**config.mk**
```make
export PLATFORM = sky130hd
export DESIGN_NAME = mem_arbiter
export DESIGN_NICKNAME = d
export VERILOG_FILES = /design/src/rtl/mem_arbiter_pkg.sv /design/src/rtl/arb_watchdog.sv /design/src/rtl/mem_arbiter.sv
export SDC_FILE = /design/constraint.sdc
export NUM_CORES = 1
export LEC_CHECK = 0
export CAP_MARGIN = 20
export CORE_AREA = 2 2 107 109
export DETAILED_ROUTE_END_ITERATION = 8
export DIE_AREA = 0 0 109 111
export HOLD_SLACK_MARGIN = 0.12
export PLACE_DENSITY = 0.73
export SLEW_MARGIN = 20
export SYNTH_ARGS = -nofsm -noshare
export SYNTH_HDL_FRONTEND = slang
export SYNTH_SLANG_ARGS = --single-unit
```
**constraint.sdc**
```tcl
create_clock -name clk -period 2.01 [get_ports clk]
set_input_delay 0.201 -clock clk [delete_from_list [all_inputs] [get_ports clk]]
set_output_delay 0.201 -clock clk [all_outputs]
set_load 0.05 [all_outputs]
```
**src/rtl/mem_arbiter_pkg.sv**
```systemverilog
// Shared types, defaults and the tie-break rule for the main-memory port arbiter.
package mem_arbiter_pkg;

  typedef enum logic [1:0] {
    IDLE   = 2'd0,
    BUSY_I = 2'd1,
    BUSY_D = 2'd2,
    DONE   = 2'd3
  } arb_state_t;

  typedef enum logic {
    GNT_I = 1'b0,
    GNT_D = 1'b1
  } grant_t;

  localparam int LINE_WORDS_DEF = 4;
  localparam int TIMEOUT_DEF    = 15;

  // A lone requester always wins; on a tie the side not served last wins.
  function automatic grant_t rr_pick(input logic i_ic, input logic i_dc, input grant_t i_last);
    if (i_ic && i_dc) return (i_last == GNT_I) ? GNT_D : GNT_I;
    return i_dc ? GNT_D : GNT_I;
  endfunction

endpackage

```
**src/rtl/arb_watchdog.sv**
```systemverilog
// Per-word memory watchdog: down-counter reloaded on clear, expires on the
// last enabled cycle before terminal count.
module arb_watchdog #(
  parameter int TIMEOUT = 15
) (
  input  logic clk,
  input  logic nrst,
  input  logic i_clr,
  input  logic i_en,
  output logic o_expire
);

  localparam int                CNT_W = 8;
  localparam logic [CNT_W-1:0]  LOAD  = CNT_W'(TIMEOUT);

  logic [CNT_W-1:0] r_cnt;

  always_ff @(posedge clk or negedge nrst) begin
    if (!nrst) begin
      r_cnt <= '0;
    end else if (i_clr) begin
      r_cnt <= LOAD;
    end else if (i_en && (r_cnt != '0)) begin
      r_cnt <= r_cnt - CNT_W'(1);
    end
  end

  // Fires on the TIMEOUT-th consecutive stalled cycle.
  assign o_expire = i_en && (r_cnt == CNT_W'(1));

endmodule

```
**src/rtl/mem_arbiter.sv**
```systemverilog
// Shares the main-memory port between I-cache refill and D-cache refill/write-back,
// one line burst per grant, with a per-word hang watchdog.
//
// state  | meaning
// IDLE   | no burst; sample ic_req/dc_req and grant round-robin on a tie
// BUSY_I | I-cache refill burst, one word per mem_ready
// BUSY_D | D-cache refill or write-back burst, one word per mem_ready
// DONE   | one-cycle done pulse to the granted side, memory port quiet
module mem_arbiter
  import mem_arbiter_pkg::*;
#(
  parameter int ADDR_W     = 32,
  parameter int DATA_W     = 32,
  parameter int LINE_WORDS = LINE_WORDS_DEF,
  parameter int TIMEOUT    = TIMEOUT_DEF
) (
  input  logic                          clk,
  input  logic                          nrst,
  input  logic                          ic_req,
  input  logic [ADDR_W-1:0]             ic_addr,
  output logic                          ic_rvalid,
  output logic [DATA_W-1:0]             ic_rdata,
  output logic [$clog2(LINE_WORDS)-1:0] ic_widx,
  output logic                          ic_done,
  input  logic                          dc_req,
  input  logic                          dc_we,
  input  logic [ADDR_W-1:0]             dc_addr,
  input  logic [DATA_W-1:0]             dc_wdata,
  output logic                          dc_rvalid,
  output logic [DATA_W-1:0]             dc_rdata,
  output logic [$clog2(LINE_WORDS)-1:0] dc_widx,
  output logic                          dc_done,
  output logic                          mem_req,
  output logic                          mem_we,
  output logic [ADDR_W-1:0]             mem_addr,
  output logic [DATA_W-1:0]             mem_wdata,
  input  logic                          mem_ready,
  input  logic [DATA_W-1:0]             mem_rdata,
  output logic                          stall,
  output logic                          err
);

  localparam int                IDX_W     = $clog2(LINE_WORDS);
  localparam logic [IDX_W-1:0]  LAST_IDX  = IDX_W'(LINE_WORDS - 1);
  localparam logic [ADDR_W-1:0] LINE_MASK = ADDR_W'(LINE_WORDS * 4 - 1);

  arb_state_t        r_state;
  grant_t            r_last;
  logic [ADDR_W-1:0] r_base;
  logic [IDX_W-1:0]  r_widx;
  logic              r_err;

  logic   w_busy_i;
  logic   w_busy_d;
  logic   w_busy;
  logic   w_expire;
  grant_t w_pick;

  assign w_busy_i = (r_state == BUSY_I);
  assign w_busy_d = (r_state == BUSY_D);
  assign w_busy   = w_busy_i || w_busy_d;
  assign w_pick   = rr_pick(ic_req, dc_req, r_last);

  arb_watchdog #(.TIMEOUT(TIMEOUT)) u_wdog (
    .clk      (clk),
    .nrst     (nrst),
    .i_clr    (!w_busy || mem_ready),
    .i_en     (w_busy && !mem_ready),
    .o_expire (w_expire)
  );

  always_ff @(posedge clk or negedge nrst) begin
    if (!nrst) begin
      r_state <= IDLE;
      r_last  <= GNT_I;
      r_base  <= '0;
      r_widx  <= '0;
      r_err   <= 1'b0;
    end else begin
      case (r_state)
        IDLE: begin
          if (ic_req || dc_req) begin
            r_state <= (w_pick == GNT_D) ? BUSY_D : BUSY_I;
            r_last  <= w_pick;
            r_base  <= ((w_pick == GNT_D) ? dc_addr : ic_addr) & ~LINE_MASK;
            r_widx  <= '0;
          end
        end
        BUSY_I, BUSY_D: begin
          if (mem_ready) begin
            r_widx <= r_widx + IDX_W'(1);
            if (r_widx == LAST_IDX) r_state <= DONE;
          end else if (w_expire) begin
            r_err   <= 1'b1;
            r_state <= DONE;
          end
        end
        DONE: begin
          r_state <= IDLE;
          r_widx  <= '0;
        end
        default: r_state <= IDLE;
      endcase
    end
  end

  assign mem_req   = w_busy;
  assign mem_we    = w_busy_d && dc_we;
  assign mem_addr  = w_busy ? (r_base | ADDR_W'({r_widx, 2'b00})) : '0;
  assign mem_wdata = w_busy ? dc_wdata : '0;

  assign ic_rvalid = w_busy_i && mem_ready;
  assign ic_rdata  = ic_rvalid ? mem_rdata : '0;
  assign ic_widx   = w_busy_i ? r_widx : '0;
  assign ic_done   = (r_state == DONE) && (r_last == GNT_I);

  assign dc_rvalid = w_busy_d && mem_ready && !dc_we;
  assign dc_rdata  = dc_rvalid ? mem_rdata : '0;
  assign dc_widx   = w_busy_d ? r_widx : '0;
  assign dc_done   = (r_state == DONE) && (r_last == GNT_D);

  // Combinational so the pipeline freezes in the miss cycle; held low while in reset.
  assign stall = nrst && ((r_state != IDLE) || ic_req || dc_req);
  assign err   = r_err;

endmodule
```
# Word level (Yosys, flattened, before mapping)
# Index checks and enable logic that the tools add are counted.
# Widths: inputs -> output; s select.
totals:
  ram_bits: 0
  in_bits: 134
  mem_bits_ro: 0
  latch_bits: 0
  elab_cells: 71
  reg_bits: 42
  memories: 0
classes:
  mux: 23
  shifts: 0
  eq_ne: 9
  magnitude_cmp: 0
  multipliers: 0
  div_mod_pow: 0
  n_bitwise: 3
  addsub: 2
  n_reduce_logical: 28
op_table:
  columns: ["cell", "count"]
  rows:
  - ["$mux 32", 5]
  - ["$or 32x4->32", 1]
  - ["$mux 2", 9]
  - ["$mux 8", 2]
  - ["$pmux 2 s3", 2]
  - ["$logic_and 1x1->1", 11]
  - ["$eq 8x1->1 const B", 1]
  - ["$reduce_bool 8->1", 1]
  - ["$sub 8x1->8 const B", 1]
  - ["$eq 2x2->1 const B", 3]
  - ["$reduce_and 3->1", 2]
  - ["$logic_or 1x1->1", 5]
  - ["$mux 1", 5]
  - ["$ne 2x2->1 const B", 2]
  - ["$reduce_and 2->1", 2]
  - ["$reduce_bool 2->1", 2]
  - ["$logic_not 1->1", 3]
  - ["$ne 3x2->1 const B", 1]
  - ["$ne 3x3->1 const B", 1]
  - ["$add 2x1->2 const B", 1]
  - ["$eq 2x1->1 const B", 1]
  - ["$logic_not 2->1", 1]
  - ["$not 1->1", 2]
  - ["$reduce_or 2->1", 1]

# Logic depth before layout (Yosys ltp)
depth:
  word_depth: 7
  mapped_depth: 7

# Cells and area by module
# From an unflattened synthesis, not the netlist that was laid out.
unflattened:
  cells_unflattened: 370
  area_unflattened_um2: 3126.7
by_module_without_submodules:
  columns: ["mod", "area_each_um2", "seq_area_each_um2", "cells_per_inst", "instances"]
  rows:
  - ["mem_arbiter", 2626.3, 850.8, 318, 1]
  - ["arb_watchdog", 500.5, 200.2, 52, 1]

# Worst setup path after synthesis
# No wires, ideal clock.
synth_timing:
  kind: "register to output"
  from: "register r_state[0]"
  to: "output dc_rdata[22]"
  required_time_ps: 1809
  arrival_time_ps: 2027
  path_buffers: 1
  stages_incl_launch_ff: 7
  setup_slack_ps: -218
  path_cell_list: "dfrtp_1 > inv_1 > ha_1 > nand2_1 > nor2_1 > clkbuf_1 > and2_1"
synth_via:
  elab_chain_cells: 4
synth_lines:
  columns: ["element", "line_no", "text"]
  rows:
  - ["start, declared", "mem_arbiter.sv:47", "arb_state_t r_state;"]
  - ["start signal, assigned", "mem_arbiter.sv:83", "r_state <= (w_pick == GNT_D) ? BUSY_D : BUSY_I;"]
  - ["$eq 2x2->1", "mem_arbiter.sv:60", "assign w_busy_d = (r_state == BUSY_D);"]
  - ["$logic_and 1x1->1 (2 in series)", "mem_arbiter.sv:117", "assign dc_rvalid = w_busy_d && mem_ready && !dc_we;"]
  - ["named net dc_rvalid", "mem_arbiter.sv:29", "output logic dc_rvalid,"]
  - ["$mux 32", "mem_arbiter.sv:118", "assign dc_rdata = dc_rvalid ? mem_rdata : '0;"]
  - ["end, declared", "mem_arbiter.sv:30", "output logic [DATA_W-1:0] dc_rdata,"]
# The timed path passes the listed nets, and every way through them passes these cells.

# Worst setup path after layout
layout_timing:
  from: "register r_state[0]"
  to: "output dc_rdata[14]"
layout_via:
  elab_chain_cells: 4
layout_lines:
  columns: ["element", "line_no"]
  rows:
  - ["$eq 2x2->1", "mem_arbiter.sv:60"]
  - ["$logic_and 1x1->1 (2 in series)", "mem_arbiter.sv:117"]
  - ["$mux 32", "mem_arbiter.sv:118"]
# No other way between the ends.

==> results by group <==
Logic synthesis
  • Post-Syn Instances: 357
  • Yosys top cell area share: 34.6%
  • Most instantiated library cell after synthesis: and2_1
  • Top_reg_cell synth: dfrtp_1
  • Yosys cell types: 36
  • Synthesis Warnings: 0
  • Synth area leader: dfrtp_1
  • Fraction of registers with async set/reset: 100%
  • Top post-synthesis cells by count: 102 x and2_1, 42 x dfrtp_1, 34 x nand2_1
  • Mean post-synth cell area: 8.51 µm²
  • Number of synthesized flops with an enable pin: 0
  • #FFs+latches synth: 42
  • Sequential share of the synthesized area: 34.6%
  • Cell area after synthesis: 0.00304 mm²
  • Synth area leaders: dfrtp_1 35%, and2_1 21%, mux2i_1 11%

Place
  • Placed instance area: 0.00722 mm²
  • HPWL after DPL: 9670 µm
  • GPL Wtd Cong: 0.885
  • # port buffers: 263

Timing
  • Final setup fails: 0
  • Worst rel slew slack: 64.1%
  • RSZ-0062 raised after global routing: yes
  • Final number of max-transition violations: 0
  • Clock skew: 0.00268 ns
  • F_max: 507 MHz
  • Final hold vios: 0
  • Tightest Pin Transition: 0.538 ns
  • Setup TNS: 0 ns
  • Crit path time final: 1.97 ns
  • Min Hold Slack: 0.470 ns
  • Final period util: 98.2%

Floorplanning
  • Effective utilization at floorplan: 27.4%
  • Die Span Y: 111 µm
  • Die Width: 109 µm
  • Die ar.: 0.0121 mm²
  • I/O pin total: 274
  • Core Area: 0.0111 mm²
  • Rows: 39

Cells and area
  • Layout Nets: 758
  • Multi-input logic area: 0.00202 mm²
  • Fillers: 790
  • Layout area overhead: 148%
  • Sequential Area: 0.00105 mm²
  • Layout cell share with drive strength beyond 1: 38.3%
  • Antenna Cells: 0
  • Final instance area: 0.00753 mm²

GRT
  • Largest net degree at the start of global routing: 57
  • Total gr overflow: 0
  • Tot GR Track Use: 19.8%
  • Vias in the first global route: 3,630
  • Antenna violations before repair: 0
  • First-pass GRT wire length: 18,900 µm

Worst hold path
  • Worst Hold Class: reg2reg
  • Hold endpoint: r_base[25]
  • Worst Hold Depth: 2
  • Hold Startpoint: r_base[25]

Critical path
  • R2R Path End: u_wdog.r_cnt[6]
  • R2r setup slk: 0.13 ns
  • Worst-path fanout max: 17
  • Reg2reg start: u_wdog.r_cnt[0]
  • R2r worst-path depth: 6
  • Startpoint Class: flop
  • CP arrival: 1.77 ns
  • Critical path type: reg2out
  • CP Capture Type: primary output
  • Critical Path RT: 1.81 ns

Clock network
  • Clock sink count: 42
  • CTS buffer count: 5
  • CTS tree: done
  • Clock Path Buffers: 2
  • Clock Tree Root: clkbuf_16
  • H-tree Lvls: 2
  • Worst skew pair latency: 0.28 ns
  • Clock transition at the registers of the reported paths: 0.06 ns

Drt
  • First-pass detailed-route iteration total: 4
  • DR vias: 3,482
  • DRT iter0 DRCs: 138
  • DR vias/cell: 4.60
  • Final wirelength: 12,000 µm
  • Post-DR wirelength/cell: 15.9 µm
  • Detail Route Antenna Nets: 0
  • Drc violations: 0

Power
  • Peak supply drop: 1480 µV
  • Power density over cell area: 1660 mW/mm²
  • Total power: 12,500 µW
  • Pleak: 0.00333 µW

Job
  • Max cap viols: 0

Outcome
  • Status: finished clean
==> metal layers <==
| layer | up-vias | GRT usage [%] | routed length (µm) |
|---|---|---|---|
| met2 | 159 | 37.2 | 6500 |
| met1 | 1605 | 20.3 | 4160 |
| li1 | 1699 | - | - |
| met3 | 19 | 6.53 | 1110 |
| met4 | 0 | 5.38 | 276 |
| met5 | - | 0 | 0 |
==> final cells by class <==
cell class	count	share of cell area [%]
Timing Repair Buffer	278	54.7
Multi-Input combinational cell	282	26.8
Sequential cell	42	14.0
Tap cell	143	2.38
Clock buffer	6	1.85
Inverter	6	0.299
==> timing repair <==
action	CTS	global route
endpoints found under the hold margin	42	0
gates cloned	1	0
hold buffers	1	0
endpoints found under the setup margin	32	62
pin swaps	1	1
setup buffers	1	3
resized for setup	19	16
==> placed cells by master (no fill, tap or decap), types with 2 or more instances in the layout <==
master,instances
a211oi_1,2
or4_4,2
a21oi_1,3
clkbuf_16,5
and2_4,26
ha_1,7
o21ai_0,23
a31oi_1,2
xnor2_1,3
dfrtp_1,42
ha_2,2
buf_12,135
and2_2,40
conb_1,2
mux2i_1,32
nor2b_1,3
buf_6,2
a22o_1,2
o21ai_1,7
inv_1,5
nand2_1,34
and3_1,32
buf_4,13
clkdlybuf4s50_1,125
nor2_1,7
and2_1,36
==> per-stage QoR <==
stage               setup WS [ns]  util, %  instances
floorplan                  0.0381        -        358
global placement            0.159     65.2        745
detailed placement         0.0547     65.2        745
CTS                       -0.0275     67.3        754
global route              -0.0574     67.9        757
finish                     0.0371     67.9        757
==> worst max-delay path, stage by stage (launching register included) <==
cell and delay, ns:
dfrtp_1 0.40, inv_2 0.10, ha_2 0.20, nand2_1 0.09, nor2_4 0.10, buf_4 0.12
buf_12 0.13, and2_1 0.19, buf_12 0.15
==> report_power, final <==
part           leakage [µW]  switching [µW]  internal [µW]  total, µW
Combinational       0.00274            5570           4760      10300
Sequential         0.000513             198           1180       1380
Clock             0.0000688             294            480        774
Total               0.00333            6060           6430      12500
==> flip-flops by register name, indices dropped and copies added, names as in the netlist <==
| signal | flops |
|---|---|
| r_base | 28 |
| u_wdog.r_cnt | 8 |
| r_state | 2 |
| r_widx | 2 |
| err | 1 |
| r_last | 1 |
==> worst max-delay path by stage <==
stage | cells past startpoint | to | slack, ns | from
finish | 8 | dc_rdata[14] | 0.04 | r_state[0]
global route | 8 | dc_rdata[13] | -0.06 | r_state[0]
CTS | 8 | dc_rdata[18] | -0.03 | r_state[0]
detailed placement | 6 | u_wdog.r_cnt[6] | 0.05 | u_wdog.r_cnt[0]
global placement | 6 | u_wdog.r_cnt[6] | 0.16 | u_wdog.r_cnt[0]
floorplan | 5 | mem_addr[22] | 0.04 | r_state[1]
==> kinds of logic after synthesis <==
family / Yosys count / synth area share, %
AOI/OAI and AO/OA: 47 / 8.98
DFF: 42 / 34.6
muxes: 33 / 10.9
xor gates and xnor gates: 3 / 0.865
adders and majority gates: 9 / 3.71
and+or+nand+nor: 188 / 36.2
other: 1 / 0.123
buffers and inverters: 34 / 4.57
(Power assumes the default switching activity.)
